**config.mk**
```make
export PLATFORM = sky130hd
export DESIGN_NAME = fdc_sector_locator
export DESIGN_NICKNAME = d
export VERILOG_FILES = /design/src/rtl/fdc_sector_locator.sv
export SDC_FILE = /design/constraint.sdc
export NUM_CORES = 1
export LEC_CHECK = 0
export CORE_ASPECT_RATIO = 1.2
export CORE_MARGIN = 2
export CORE_UTILIZATION = 25
export DETAILED_ROUTE_END_ITERATION = 12
export SLEW_MARGIN = 20
export SYNTH_ARGS = -nofsm -noshare
export SYNTH_HDL_FRONTEND = slang
export SYNTH_SLANG_ARGS = --single-unit
export TNS_END_PERCENT = 50
```
**constraint.sdc**
```tcl
create_clock -name clk -period 7.55 [get_ports clk]
set_input_delay 1.1325 -clock clk [delete_from_list [all_inputs] [get_ports clk]]
set_output_delay 1.1325 -clock clk [all_outputs]
set_load 0.05 [all_outputs]
```
**src/rtl/fdc_sector_locator.sv**
```systemverilog
// fdc_sector_locator: watches the drive's header stream for a requested
// track/sector, then strobes out the data bytes of that sector with their
// offsets. Gives up with RNF after INDEX_LIMIT revolutions, with not_ready
// if the drive never comes ready or drops ready mid-command.
module fdc_sector_locator #(
    parameter int CLK_EN           = 8000,
    parameter int INDEX_LIMIT      = 5,
    parameter int READY_TIMEOUT_MS = 1000
) (
    input  logic        clk,
    input  logic        reset,
    input  logic        clk8m_en,
    input  logic        dclk_en,
    input  logic [6:0]  track,
    input  logic [5:0]  sector,
    input  logic        sector_hdr,
    input  logic        sector_data,
    input  logic        ready,
    input  logic        index,
    input  logic        cmd_start,
    input  logic        cmd_abort,
    input  logic [6:0]  target_track,
    input  logic [5:0]  target_sector,
    input  logic [10:0] sector_len,
    output logic        busy,
    output logic        byte_valid,
    output logic [9:0]  byte_addr,
    output logic        done,
    output logic        rnf,
    output logic        seek_err,
    output logic        not_ready
);
    localparam int            TMO_LIMIT = CLK_EN * READY_TIMEOUT_MS;
    localparam int            TW        = $clog2(TMO_LIMIT + 1);
    localparam logic [TW-1:0] TMO_END   = TW'(TMO_LIMIT);
    localparam logic [2:0]    IDX_END   = 3'(INDEX_LIMIT);

    typedef enum logic [2:0] {IDLE, WAIT_READY, WAIT_HDR, WAIT_DATA, DATA} state_t;

    state_t        state, state_d;
    logic [6:0]    trk_q, trk_d;
    logic [5:0]    sec_q, sec_d;
    logic [10:0]   len_q, len_d;
    logic [2:0]    idx_cnt, idx_d, idx_inc;
    logic [TW-1:0] tmo_cnt, tmo_d, tmo_inc;
    logic [10:0]   byte_cnt, cnt_d;
    logic [9:0]    addr_q, addr_d;
    logic          done_q, done_d;
    logic          rnf_q, rnf_d;
    logic          seek_q, seek_d;
    logic          nr_q, nr_d;
    logic          hdr_q, idx_q;
    logic          hdr_rise, idx_fall, last_byte;

    assign hdr_rise  = sector_hdr & ~hdr_q;
    assign idx_fall  = idx_q & ~index;
    assign idx_inc   = (idx_cnt == 3'd7) ? idx_cnt : idx_cnt + 3'd1;
    assign tmo_inc   = tmo_cnt + TW'(1);
    assign last_byte = (byte_cnt == len_q - 11'd1);

    assign busy      = (state != IDLE);
    assign done      = done_q;
    assign rnf       = rnf_q;
    assign seek_err  = seek_q;
    assign not_ready = nr_q;
    // While a byte is being strobed show its offset, otherwise hold the last one.
    assign byte_addr = byte_valid ? byte_cnt[9:0] : addr_q;

    // State, command latches, counters, sticky flags and input edge detectors.
    always_ff @(posedge clk or posedge reset) begin
        if (reset) begin
            state    <= IDLE;
            trk_q    <= '0;
            sec_q    <= '0;
            len_q    <= '0;
            idx_cnt  <= '0;
            tmo_cnt  <= '0;
            byte_cnt <= '0;
            addr_q   <= '0;
            done_q   <= 1'b0;
            rnf_q    <= 1'b0;
            seek_q   <= 1'b0;
            nr_q     <= 1'b0;
            hdr_q    <= 1'b0;
            idx_q    <= 1'b1;   // index idles high
        end else begin
            state    <= state_d;
            trk_q    <= trk_d;
            sec_q    <= sec_d;
            len_q    <= len_d;
            idx_cnt  <= idx_d;
            tmo_cnt  <= tmo_d;
            byte_cnt <= cnt_d;
            addr_q   <= addr_d;
            done_q   <= done_d;
            rnf_q    <= rnf_d;
            seek_q   <= seek_d;
            nr_q     <= nr_d;
            hdr_q    <= sector_hdr;
            idx_q    <= index;
        end
    end

    // Next-state and byte strobe; abort beats ready loss beats header/index events.
    always_comb begin
        state_d    = state;
        trk_d      = trk_q;
        sec_d      = sec_q;
        len_d      = len_q;
        idx_d      = idx_cnt;
        tmo_d      = tmo_cnt;
        cnt_d      = byte_cnt;
        addr_d     = addr_q;
        done_d     = 1'b0;
        rnf_d      = rnf_q;
        seek_d     = seek_q;
        nr_d       = nr_q;
        byte_valid = 1'b0;
        case (state)
            IDLE: begin
                if (cmd_start) begin
                    trk_d   = target_track;
                    sec_d   = target_sector;
                    len_d   = sector_len;
                    rnf_d   = 1'b0;
                    seek_d  = 1'b0;
                    nr_d    = 1'b0;
                    idx_d   = '0;
                    tmo_d   = '0;
                    cnt_d   = '0;
                    addr_d  = '0;
                    state_d = WAIT_READY;
                end
            end
            WAIT_READY: begin
                if (cmd_abort) begin
                    state_d = IDLE;
                end else if (ready) begin
                    state_d = WAIT_HDR;
                end else if (clk8m_en) begin
                    tmo_d = tmo_inc;
                    if (tmo_inc == TMO_END) begin
                        nr_d    = 1'b1;
                        done_d  = 1'b1;
                        state_d = IDLE;
                    end
                end
            end
            WAIT_HDR: begin
                if (cmd_abort) begin
                    state_d = IDLE;
                end else if (!ready) begin
                    nr_d    = 1'b1;
                    done_d  = 1'b1;
                    state_d = IDLE;
                end else begin
                    if (idx_fall) idx_d = idx_inc;
                    if (hdr_rise && sector == sec_q && track == trk_q) begin
                        state_d = WAIT_DATA;
                    end else begin
                        // Right sector on the wrong cylinder: the head is mispositioned.
                        if (hdr_rise && sector == sec_q) seek_d = 1'b1;
                        if (idx_fall && idx_inc == IDX_END) begin
                            rnf_d   = 1'b1;
                            done_d  = 1'b1;
                            state_d = IDLE;
                        end
                    end
                end
            end
            WAIT_DATA, DATA: begin
                if (cmd_abort) begin
                    state_d = IDLE;
                end else if (!ready) begin
                    nr_d    = 1'b1;
                    done_d  = 1'b1;
                    state_d = IDLE;
                end else if (state == DATA && !sector_data) begin
                    // Data field ended short of the requested length.
                    rnf_d   = 1'b1;
                    done_d  = 1'b1;
                    state_d = IDLE;
                end else begin
                    if (state == WAIT_DATA && idx_fall) idx_d = idx_inc;
                    if (dclk_en && sector_data) begin
                        byte_valid = 1'b1;
                        addr_d     = byte_cnt[9:0];
                        cnt_d      = byte_cnt + 11'd1;
                        state_d    = last_byte ? IDLE : DATA;
                        done_d     = last_byte;
                    end
                end
            end
            default: state_d = IDLE;
        endcase
    end
endmodule

```
==> results by group, run 1 <==
Run status
  – Status: finished, final reports clean

Logic synthesis
  – Synth Area per Inst: roughly 8.6 sq um
  – Register area share after synthesis: between 40 and 50%
  – Synth top area share: 40.7%
  – Synth cell types: between 60 and 70
  – Synth Net Count: just over 600
  – Syn Inst Count: 564
  – Ys async rst share: 100%
  – Main synth FF type: dfrtp_1
  – Area leader, netlist: dfrtp_1
  – Count leader, synth: nand2_1
  – Synthesized flop and latch total: 80
  – Number of flops mapped to enable cells by yosys: 0
  – Cell Area, Synth: 4860 sq um
  – Most frequent cells after synthesis: nand2_1, dfrtp_1, nor2_1, o21ai_0, clkbuf_1
  – YS warnings: 0
  – Synth top area cells: dfrtp_1, nand2_1, o21ai_0, nor2_1, xnor2_1

Critical path
  – Crit path DAT: about 4200 ps
  – Worst path required time: 6420 ps
  – R2R cell count: 8
  – WS Path Type: in -> out
  – Reg-to-reg slack, setup: between 4000 and 5000 ps
  – RR Endpoint: state[0]$_DFFE_PP0P_
  – CP Launch Type: primary input
  – CP endpoint kind: primary output
  – RR Startpoint: tmo_cnt[1]$_DFFE_PP0P_
  – CP max FO: 24

Global routing
  – Initial antenna violation count: 0
  – First-pass GRT wire length: about 21,000 um
  – Tot GR Track Use: 12.7%
  – Vias in the first global route: between 4,000 and 5,000
  – Largest net degree at the start of global routing: 76
  – Total grt overflow: 0

Floorplan
  – Die ar.: 20,600 sq um
  – Initial Utilization: between 20% and 30%
  – Num rows: 55
  – Io pins: 63
  – Die width: between 100 and 150 um
  – Die Y-Extent: between 150 and 200 um
  – Core box area: 19,000 sq um

Route
  – DRT iter0 DRCs: roughly 270
  – DRC viols: 0
  – Vias per cell: ~4.8
  – Avg WL per Cell: 14.2 um
  – Post-DRT Antenna Nets: 0
  – DRT Pass-1 Iters: 4
  – WL final: between 10,000 and 15,000 um
  – Via count: 4,162

Layout
  – Fillers: approximately 2,000
  – Syn-to-layout area delta: 24.2%
  – Layout cells sized above 1: 8.28%
  – Final nets: between 600 and 700
  – Antenna Cells: 0
  – Final core occ: about a third
  – Multi-input logic area: approximately 2700 sq um
  – Storage cell area: 2000 sq um

STA
  – Slew @ Worst Pin: about 980 ps
  – Setup-failing EPs final: 0
  – Clk_skew: 9.69 ps
  – Fmax: roughly 190 MHz
  – Final worst path period need: roughly 5300 ps
  – RSZ-0062 raised after global routing: no
  – Slew margin rel.: 34.1%
  – Final Hold Viols: 0
  – Final Max Slew Viols: 0
  – Setup TNS: 0 ps
  – Worst hold slack: 484 ps
  – Final WS setup: about 2200 ps
  – Final Cycle Share: a little over two thirds

Flow run
  – Max-Cap Viols: 0

Place
  – PortBufs: 62
  – GPL Wtd Cong: around 0.83
  – Post-place setup slack: 2230 ps
  – Hpwl dp: around 8600 um

Power and ir drop
  – Worst vdd ir: 0.110 mV
  – Leakage power: between 2 and 2.5 nW
  – Power per standard cell area: 259 nW/um^2

CTS
  – Clock sink total: 80
  – TritonCTS clock tree: built
  – Worst-path clk slew: 70 ps
  – Root Buffer: clkbuf_16
  – CTS buffer count: 9
  – Clock latency on the worst-skew pair: roughly 350 ps
  – Clock tree buffer depth: 2
  – H-tree depth: 3
  – Hold-fix buffers, CTS: 0
  – Gates resized, CTS repair: 0
  – Post-CTS setup buffer count: 0

Hold path
  – Hold Crit Class: reg -> reg
  – WHS Endpoint: addr_q[3]$_DFFE_PP0P_
  – Worst hold start: addr_q[3]$_DFFE_PP0P_
  – Hold depth: 2
[placed cells by master (no fill, tap or decap), drive strengths merged, types with 15 or more instances in the layout]
cell	Yosys	layout
nor3	15	15
nor2	44	44
nand3	20	20
xnor2	18	18
a21oi	18	18
dfrtp	79	79
nand2	109	109
o21ai	42	42
clkdlybuf4s50	0	62
o31ai	16	16
xor2	15	15
[power breakdown]
part | leakage [nW] | total (mW) | internal, mW | switching, mW
clock network | 0.136 | 0.429 | 0.236 | 0.193
registers | 1.07 | 0.612 | 0.511 | 0.101
logic | 1.25 | 0.519 | 0.227 | 0.292
total | 2.45 | 1.56 | 0.974 | 0.586
[cell type report]
type | instances | area share (%)
multi-input combinational | 441 | 44.6
inverter | 10 | 0.643
clock inverter | 6 | 0.829
timing repair buffer | 69 | 11.5
tap | 256 | 5.31
clock buffer | 10 | 3.96
sequential | 80 | 33.2
[critical path: stages]
cell and delay, ps:
clkdlybuf4s50_1 490, or4b_2 710, o32ai_1 470, nor3_2 90
buf_4 240, mux2_2 260, clkdlybuf4s50_1 790
[flip-flops by register name, indices dropped and copies added, names as in the netlist]
register   cells
sec_q          6
not_ready      1
idx_cnt        3
done           1
tmo_cnt       23
byte_cnt      11
hdr_q          1
addr_q        10
state          3
idx_q          1
seek_err       1
trk_q          7
len_q         11
rnf            1
[worst max path at each step]
| stage | slack (ps) | start | depth (start not counted) | end |
|---|---|---|---|---|
| 2_1_floorplan | 3440 | cmd_abort | 5 | byte_addr[0] |
| 3_3_place_gp | 2270 | cmd_abort | 7 | byte_addr[4] |
| 3_5_place_dp | 2230 | cmd_abort | 7 | byte_addr[1] |
| 4_1_cts | 2220 | cmd_abort | 7 | byte_addr[1] |
| 5_1_grt | 2090 | cmd_abort | 7 | byte_addr[1] |
| 6_report | 2220 | cmd_abort | 7 | byte_addr[1] |
[through the flow]
stage | instances | instance area (sq um) | power (mW)
floorplan | 564 | 4860 | 0.985
global placement | 855 | 5720 | 1.13
detailed placement | 855 | 5720 | 1.14
CTS | 871 | 6010 | 1.58
global route | 872 | 6030 | 1.67
finish | 872 | 6030 | 1.56
[cells by family after synthesis]
logic type	Yosys count	share of synthesized area (%)
mux	16	3.63
simple gates	261	26.3
fa+ha+maj	6	1.55
xor+xnor	35	6.88
compound gates	123	16.8
buf+inv	43	3.66
flops	80	41.2
[per-layer routing]
metal / track usage (%) / wire (um) / vias up
met4: 5.18 / 246 / 0
met2: 22.0 / 6070 / 65
met1: 15.3 / 5710 / 1981
li1: - / - / 2096
met5: 0 / 0 / -
met3: 2.95 / 363 / 20
Note: power is estimated with default switching activity, not from simulation.
==> run 2: changes to the inputs <==
==> constraint.sdc (replaced) <==
create_clock -name clk -period 4.4 [get_ports clk]
set_input_delay 0.66 -clock clk [delete_from_list [all_inputs] [get_ports clk]]
set_output_delay 0.66 -clock clk [all_outputs]
set_load 0.05 [all_outputs]
==> run 2 against run 1 <==
Against the previous run:
- total power increased by 68%
- clock-buffer cell count unchanged
- wire length increased by 1.3%
- non-clock buffer count increased by 2
- largest power group unchanged
- via count increased by 0.70%
==> results by group, run 2 (same netlist as run 1, synthesis figures left out) <==
Run status
  – Status: finished, final reports clean

Global routing
  – Initial antenna violation count: 0 (unchanged)
  – First-pass GRT wire length: 21,100 um (+0.27%)
  – Vias in the first global route: 4,058 (-2.9%)
  – Largest net degree at the start of global routing: 45 (-41%)
  – Total grt overflow: 0 (unchanged)
  – Tot GR Track Use: 12.7% (+0.016 points)

Power and ir drop
  – Power per standard cell area: 430 nW/um^2 (+66%)
  – Tot Pwr: 2.63 mW (+68%)
  – Worst vdd ir: 0.139 mV (+26%)
  – Leakage power: 2.49 nW (+1.8%)

Place
  – Placed Instances: 858 (+0.35%)
  – Post-place setup slack: 494 ps (-1740 ps)
  – Hpwl dp: 8790 um (+2.5%)
  – PortBufs: 62 (unchanged)
  – GPL Wtd Cong: 0.824 (-0.46%)

CTS
  – CTS buffer count: 9 (unchanged)
  – Clock latency on the worst-skew pair: 350 ps (about the same)
  – Root Buffer: clkbuf_16
  – Clock tree buffer depth: 2 (unchanged)
  – Post-CTS setup buffer count: 0 (unchanged)
  – Hold-fix buffers, CTS: 0 (unchanged)
  – TritonCTS clock tree: built
  – H-tree depth: 3 (unchanged)
  – Clock sink total: 80 (unchanged)
  – Worst-path clk slew: 60 ps (about the same)
  – Gates resized, CTS repair: 0 (unchanged)

Layout
  – Largest register by flop count: tmo_cnt
  – Commonest non-fill, non-tap cells in the layout: nand2_1, dfrtp_1, clkdlybuf4s50_1
  – Max reg flops: 23 (unchanged)
  – Final nets: 666 (+0.30%)
  – Most common cell after layout, fill and taps aside: nand2_1
  – Layout Cells excl Fill: 873 (+0.11%)
  – Antenna Cells: 0 (unchanged)
  – Layout cells sized above 1: 9.89% (+1.6 points)
  – Biggest registers after layout: tmo_cnt: 23 flops, byte_cnt: 11 flops, len_q: 11 flops
  – Syn-to-layout area delta: 25.6%

STA
  – Final Hold Viols: 0 (unchanged)
  – Slew margin rel.: 33.6% (-0.50 points)
  – Setup TNS: 0 ps (unchanged)
  – Fmax: roughly 260 MHz
  – Clk_skew: 12.0 ps (+2.31 ps)
  – Setup-failing EPs final: 0 (unchanged)
  – Slew @ Worst Pin: 989 ps (+9.91 ps)
  – Worst hold slack: 493 ps (+8.32 ps)
  – Final Max Slew Viols: 0 (unchanged)
  – RSZ-0062 raised after global routing: no
  – Final worst path period need: 3900 ps
  – Final WS setup: 496 ps (-1720 ps)
  – Final Cycle Share: 88.7%

Floorplan
  – Die Y-Extent: 157 um (unchanged)
  – Die ar.: 20,600 sq um (unchanged)
  – Core box area: 19,000 sq um (unchanged)
  – Die width: 131 um (unchanged)
  – Initial Utilization: 25.6% (unchanged)
  – Num rows: 55 (unchanged)
  – Io pins: 63 (unchanged)

Critical path
  – CP max stage delay: 750 ps (-40 ps)
  – CP max FO: 6 (-75%)
  – Crit path DAT: 3240 ps (-960 ps)
  – CP Launch Type: primary input
  – Worst path required time: 3740 ps (-2680 ps)
  – CP endpoint kind: primary output
  – Dominant cell type by count on the critical path: clkdlybuf4s50_1
  – Worst path cell trace: clkdlybuf4s50_1 > or4b_2 > o32ai_1 > nor3_2 > clkdlybuf4s50_1
  – WS Path Type: in -> out
  – CP max stage cell: clkdlybuf4s50_1

Route
  – DRC viols: 0 (unchanged)
  – Post-DRT Antenna Nets: 0 (unchanged)
  – Via count: 4,191 (+0.70%)
  – Vias per cell: 4.80 (+0.58%)
  – DRT Pass-1 Iters: 4 (unchanged)
  – Avg WL per Cell: 14.4 um (+1.2%)
  – DRT iter0 DRCs: 238 (-13%)
  – WL final: 12,600 um (+1.3%)

Hold path
  – Hold Crit Class: reg -> reg

Flow run
  – Max-Cap Viols: 0 (unchanged)
==> run 2: changes by cell type in the layout (fill, tap and decap cells not counted) <==
cell             before  now
clkinv_2              1    4
clkbuf_8              1    0
buf_4                 6    9
inv_6                 3    1
buf_12                0   10
clkdlybuf4s50_1      62   52
buf_16                1    0
clkbuf_1              0    1
clkinvlp_4            2    0
==> run 2: layout make-up <==
| class | instances | area (sq um) |
|---|---|---|
| clock buffers | 10 | 229 |
| clock inverters | 5 | 32.5 |
| fillers | 1987 | 12900 |
| inverters | 10 | 38.8 |
| multi-input cells | 441 | 2690 |
| flip-flops and latches | 80 | 2000 |
| well taps | 256 | 320 |
| repair buffers | 71 | 788 |
==> run 2: routing by layer <==
layer | track usage, % | vias up | share of wire (%)
met4 | 5.33 | 0 | 2.1
li1 | - | 2098 | -
met2 | 22.9 | 65 | 51
met5 | 0 | - | 0
met3 | 2.14 | 17 | 2.5
met1 | 15.1 | 2011 | 44
==> run 2: report_power, final <==
group          switching, mW  internal (mW)  leakage, nW
Sequential             0.169          0.878         1.07
Combinational          0.495          0.397         1.30
Clock                  0.308          0.379        0.132
Total                  0.972           1.65         2.49
==> run 2: path summary, 6_finish.rpt <==
check | from | end | slack (ps) | depth (start not counted)
max | cmd_abort | byte_valid | 500 | 5
min | sec_q[4]$_DFFE_PP0P_ | sec_q[4]$_DFFE_PP0P_ | 490 | 2
max reg2reg | tmo_cnt[0]$_DFFE_PP0P_ | state[0]$_DFFE_PP0P_ | 1120 | 8
min reg2reg | sec_q[4]$_DFFE_PP0P_ | sec_q[4]$_DFFE_PP0P_ | 490 | 2
max in group asynchronous | reset | addr_q[8]$_DFFE_PP0P_ | 2670 | 3
min in group asynchronous | reset | sec_q[3]$_DFFE_PP0P_ | 780 | 2
==> run 2: critical path: cells and delay by family <==
kind / cells / cell delay, ps
AO/OA/AOI/OAI: 1 / 500
buffers and inverters: 2 / 1240
AND/OR/NAND/NOR: 2 / 840
==> run 2: metrics by stage <==
step	cell area [sq um]	util (%)
2_1_floorplan	4860	-
3_3_place_gp	5840	30.8
3_5_place_dp	5840	30.8
4_1_cts	6100	32.1
5_1_grt	6100	32.1
6_report	6100	32.1
==> run 3: changes to the inputs <==
==> constraint.sdc (replaced) <==
create_clock -name clk -period 5 [get_ports clk]
set_input_delay 0.75 -clock clk [delete_from_list [all_inputs] [get_ports clk]]
set_output_delay 0.75 -clock clk [all_outputs]
set_load 0.05 [all_outputs]
==> run 3 against run 2 <==
Against the previous run:
- wire length decreased by 0.42%
- core utilization decreased by 0.38 points
- sequential cell count unchanged
- non-clock buffer count decreased by 3
- critical path type unchanged
- largest power group unchanged
==> results by group, run 3 (same netlist as run 1, synthesis figures left out) <==
Hold path
  – Hold Crit Class: reg -> reg

Layout
  – Antenna Cells: 0 (unchanged)
  – Commonest non-fill, non-tap cells in the layout: nand2_1, dfrtp_1, clkdlybuf4s50_1
  – Most common cell after layout, fill and taps aside: nand2_1
  – Largest register by flop count: tmo_cnt
  – Multi-input logic area: 2690 sq um (unchanged)
  – Syn-to-layout area delta: 24.1%
  – Biggest registers after layout: tmo_cnt: 23 flops, byte_cnt: 11 flops, len_q: 11 flops
  – Max reg flops: 23 (unchanged)
  – Layout cells sized above 1: 9.12% (-0.77 points)
  – Layout Cells excl Fill: 870 (-0.34%)
  – Final nets: 663 (-0.45%)
  – Fillers: 1,999 (+0.60%)
  – Storage cell area: 2000 sq um (unchanged)

Global routing
  – Largest net degree at the start of global routing: 48 (+6.7%)
  – Initial antenna violation count: 0 (unchanged)
  – Tot GR Track Use: 12.4% (-0.39 points)
  – Total grt overflow: 0 (unchanged)
  – First-pass GRT wire length: 20,400 um (-3.3%)
  – Vias in the first global route: 4,055 (-0.074%)

Critical path
  – Critical path buffer and inverter count: 2 (unchanged)
  – CP max stage delay: 800 ps (+50 ps)
  – CP max stage cell: clkdlybuf4s50_1
  – WS Path Type: in -> out
  – CP Launch Type: primary input
  – Dominant cell type by count on the critical path: clkdlybuf4s50_1
  – Worst path cell trace: clkdlybuf4s50_1 > or4b_2 > o32ai_1 > nor3_2 > mux2_2 > clkdlybuf4s50_1
  – Crit-path leading delay family: buffers and inverters
  – Worst path required time: 4250 ps (+510 ps)
  – CP endpoint kind: primary output
  – Crit path DAT: 3630 ps (+390 ps)
  – CP max FO: 6 (unchanged)

STA
  – Clk_skew: 10.3 ps (-1.66 ps)
  – Slew @ Worst Pin: 971 ps (-18.1 ps)
  – Final Hold Viols: 0 (unchanged)
  – Final worst path period need: about 4400 ps
  – Setup TNS: 0 ps (unchanged)
  – Setup-failing EPs final: 0 (unchanged)
  – Worst hold slack: 491 ps (-1.65 ps)
  – Final Max Slew Viols: 0 (unchanged)
  – RSZ-0062 raised after global routing: no
  – Fmax: around 230 MHz
  – Slew margin rel.: 34.7% (+1.1 points)
  – Final Cycle Share: between 80% and 90%

Power and ir drop
  – Power per standard cell area: 404 nW/um^2 (-6.1%)
  – Leakage power: 2.48 nW (-0.70%)
  – Tot Pwr: 2.44 mW (-7.2%)
  – Worst vdd ir: 0.128 mV (-7.8%)

CTS
  – Clock tree buffer depth: 2 (unchanged)
  – CTS buffer count: 9 (unchanged)
  – Root Buffer: clkbuf_16
  – H-tree depth: 3 (unchanged)
  – Post-CTS setup buffer count: 0 (unchanged)
  – Gates resized, CTS repair: 0 (unchanged)
  – Clock sink total: 80 (unchanged)
  – Worst-path clk slew: 60 ps (about the same)
  – Hold-fix buffers, CTS: 0 (unchanged)
  – Clock latency on the worst-skew pair: 350 ps (about the same)
  – TritonCTS clock tree: built

Route
  – Post-DRT Antenna Nets: 0 (unchanged)
  – Vias per cell: 4.86 (+1.3%)
  – Avg WL per Cell: 14.4 um (about the same)
  – DRT iter0 DRCs: 302 (+27%)
  – DRT Pass-1 Iters: 5 (+1)
  – Via count: 4,230 (+0.93%)
  – DRC viols: 0 (unchanged)
  – WL final: 12,500 um (-0.42%)

Flow run
  – Max-Cap Viols: 0 (unchanged)

Place
  – GPL Wtd Cong: 0.845 (+2.6%)
  – Placed Instances: 855 (-0.35%)
  – PortBufs: 62 (unchanged)
  – Hpwl dp: 8700 um (-0.96%)

Floorplan
  – Die Y-Extent: 157 um (unchanged)
  – Io pins: 63 (unchanged)
  – Die width: 131 um (unchanged)
  – Num rows: 55 (unchanged)
  – Core box area: 19,000 sq um (unchanged)
  – Die ar.: 20,600 sq um (unchanged)
  – Initial Utilization: 25.6% (unchanged)

Run status
  – Status: finished, final reports clean
==> run 3: area by class of cell <==
class	count	share of cell area (%)
Timing Repair Buffer	68	10.7
Multi-Input combinational cell	441	44.6
Sequential cell	80	33.2
Tap cell	256	5.31
Inverter	10	0.643
Clock inverter	4	1.29
Clock buffer	11	4.19
==> run 3: worst paths after layout <==
check	from	cells past startpoint	slack [ps]	end
min reg2reg	trk_q[2]$_DFFE_PP0P_	2	490	trk_q[2]$_DFFE_PP0P_
max	cmd_abort	6	620	byte_addr[1]
min	trk_q[2]$_DFFE_PP0P_	2	490	trk_q[2]$_DFFE_PP0P_
min in group asynchronous	reset	2	910	tmo_cnt[2]$_DFFE_PP0P_
max in group asynchronous	reset	3	3140	addr_q[8]$_DFFE_PP0P_
max reg2reg	tmo_cnt[0]$_DFFE_PP0P_	8	1740	done$_DFF_PP0_
==> run 3: routing by layer <==
| metal | global-route usage [%] | vias to the layer above | share of wire (%) |
|---|---|---|---|
| li1 | - | 2094 | - |
| met4 | 6.11 | 0 | 2.1 |
| met1 | 14.5 | 2044 | 45 |
| met3 | 2.40 | 18 | 3.2 |
| met5 | 0 | - | 0 |
| met2 | 21.7 | 74 | 50 |
==> run 3: tightest hold or removal path, stage by stage (launching register included) <==
cell	delay, ps
dfrtp_1	350
nand2_1	50
nand2_1	50
==> run 3: where the power goes <==
part	leakage (nW)	internal, mW	switching (mW)
Combinational	1.25	0.340	0.438
Clock	0.162	0.464	0.272
Sequential	1.07	0.772	0.151
Total	2.48	1.58	0.862
==> run 3: per-stage QoR <==
| stage | setup slack (ps) | util [%] | instance area (sq um) |
|---|---|---|---|
| finish | 623 | 31.8 | 6030 |
| global route | 468 | 31.8 | 6030 |
| CTS | 600 | 31.8 | 6030 |
| detailed placement | 600 | 30.0 | 5700 |
| global placement | 637 | 30.0 | 5700 |
| floorplan | 1660 | - | 4860 |
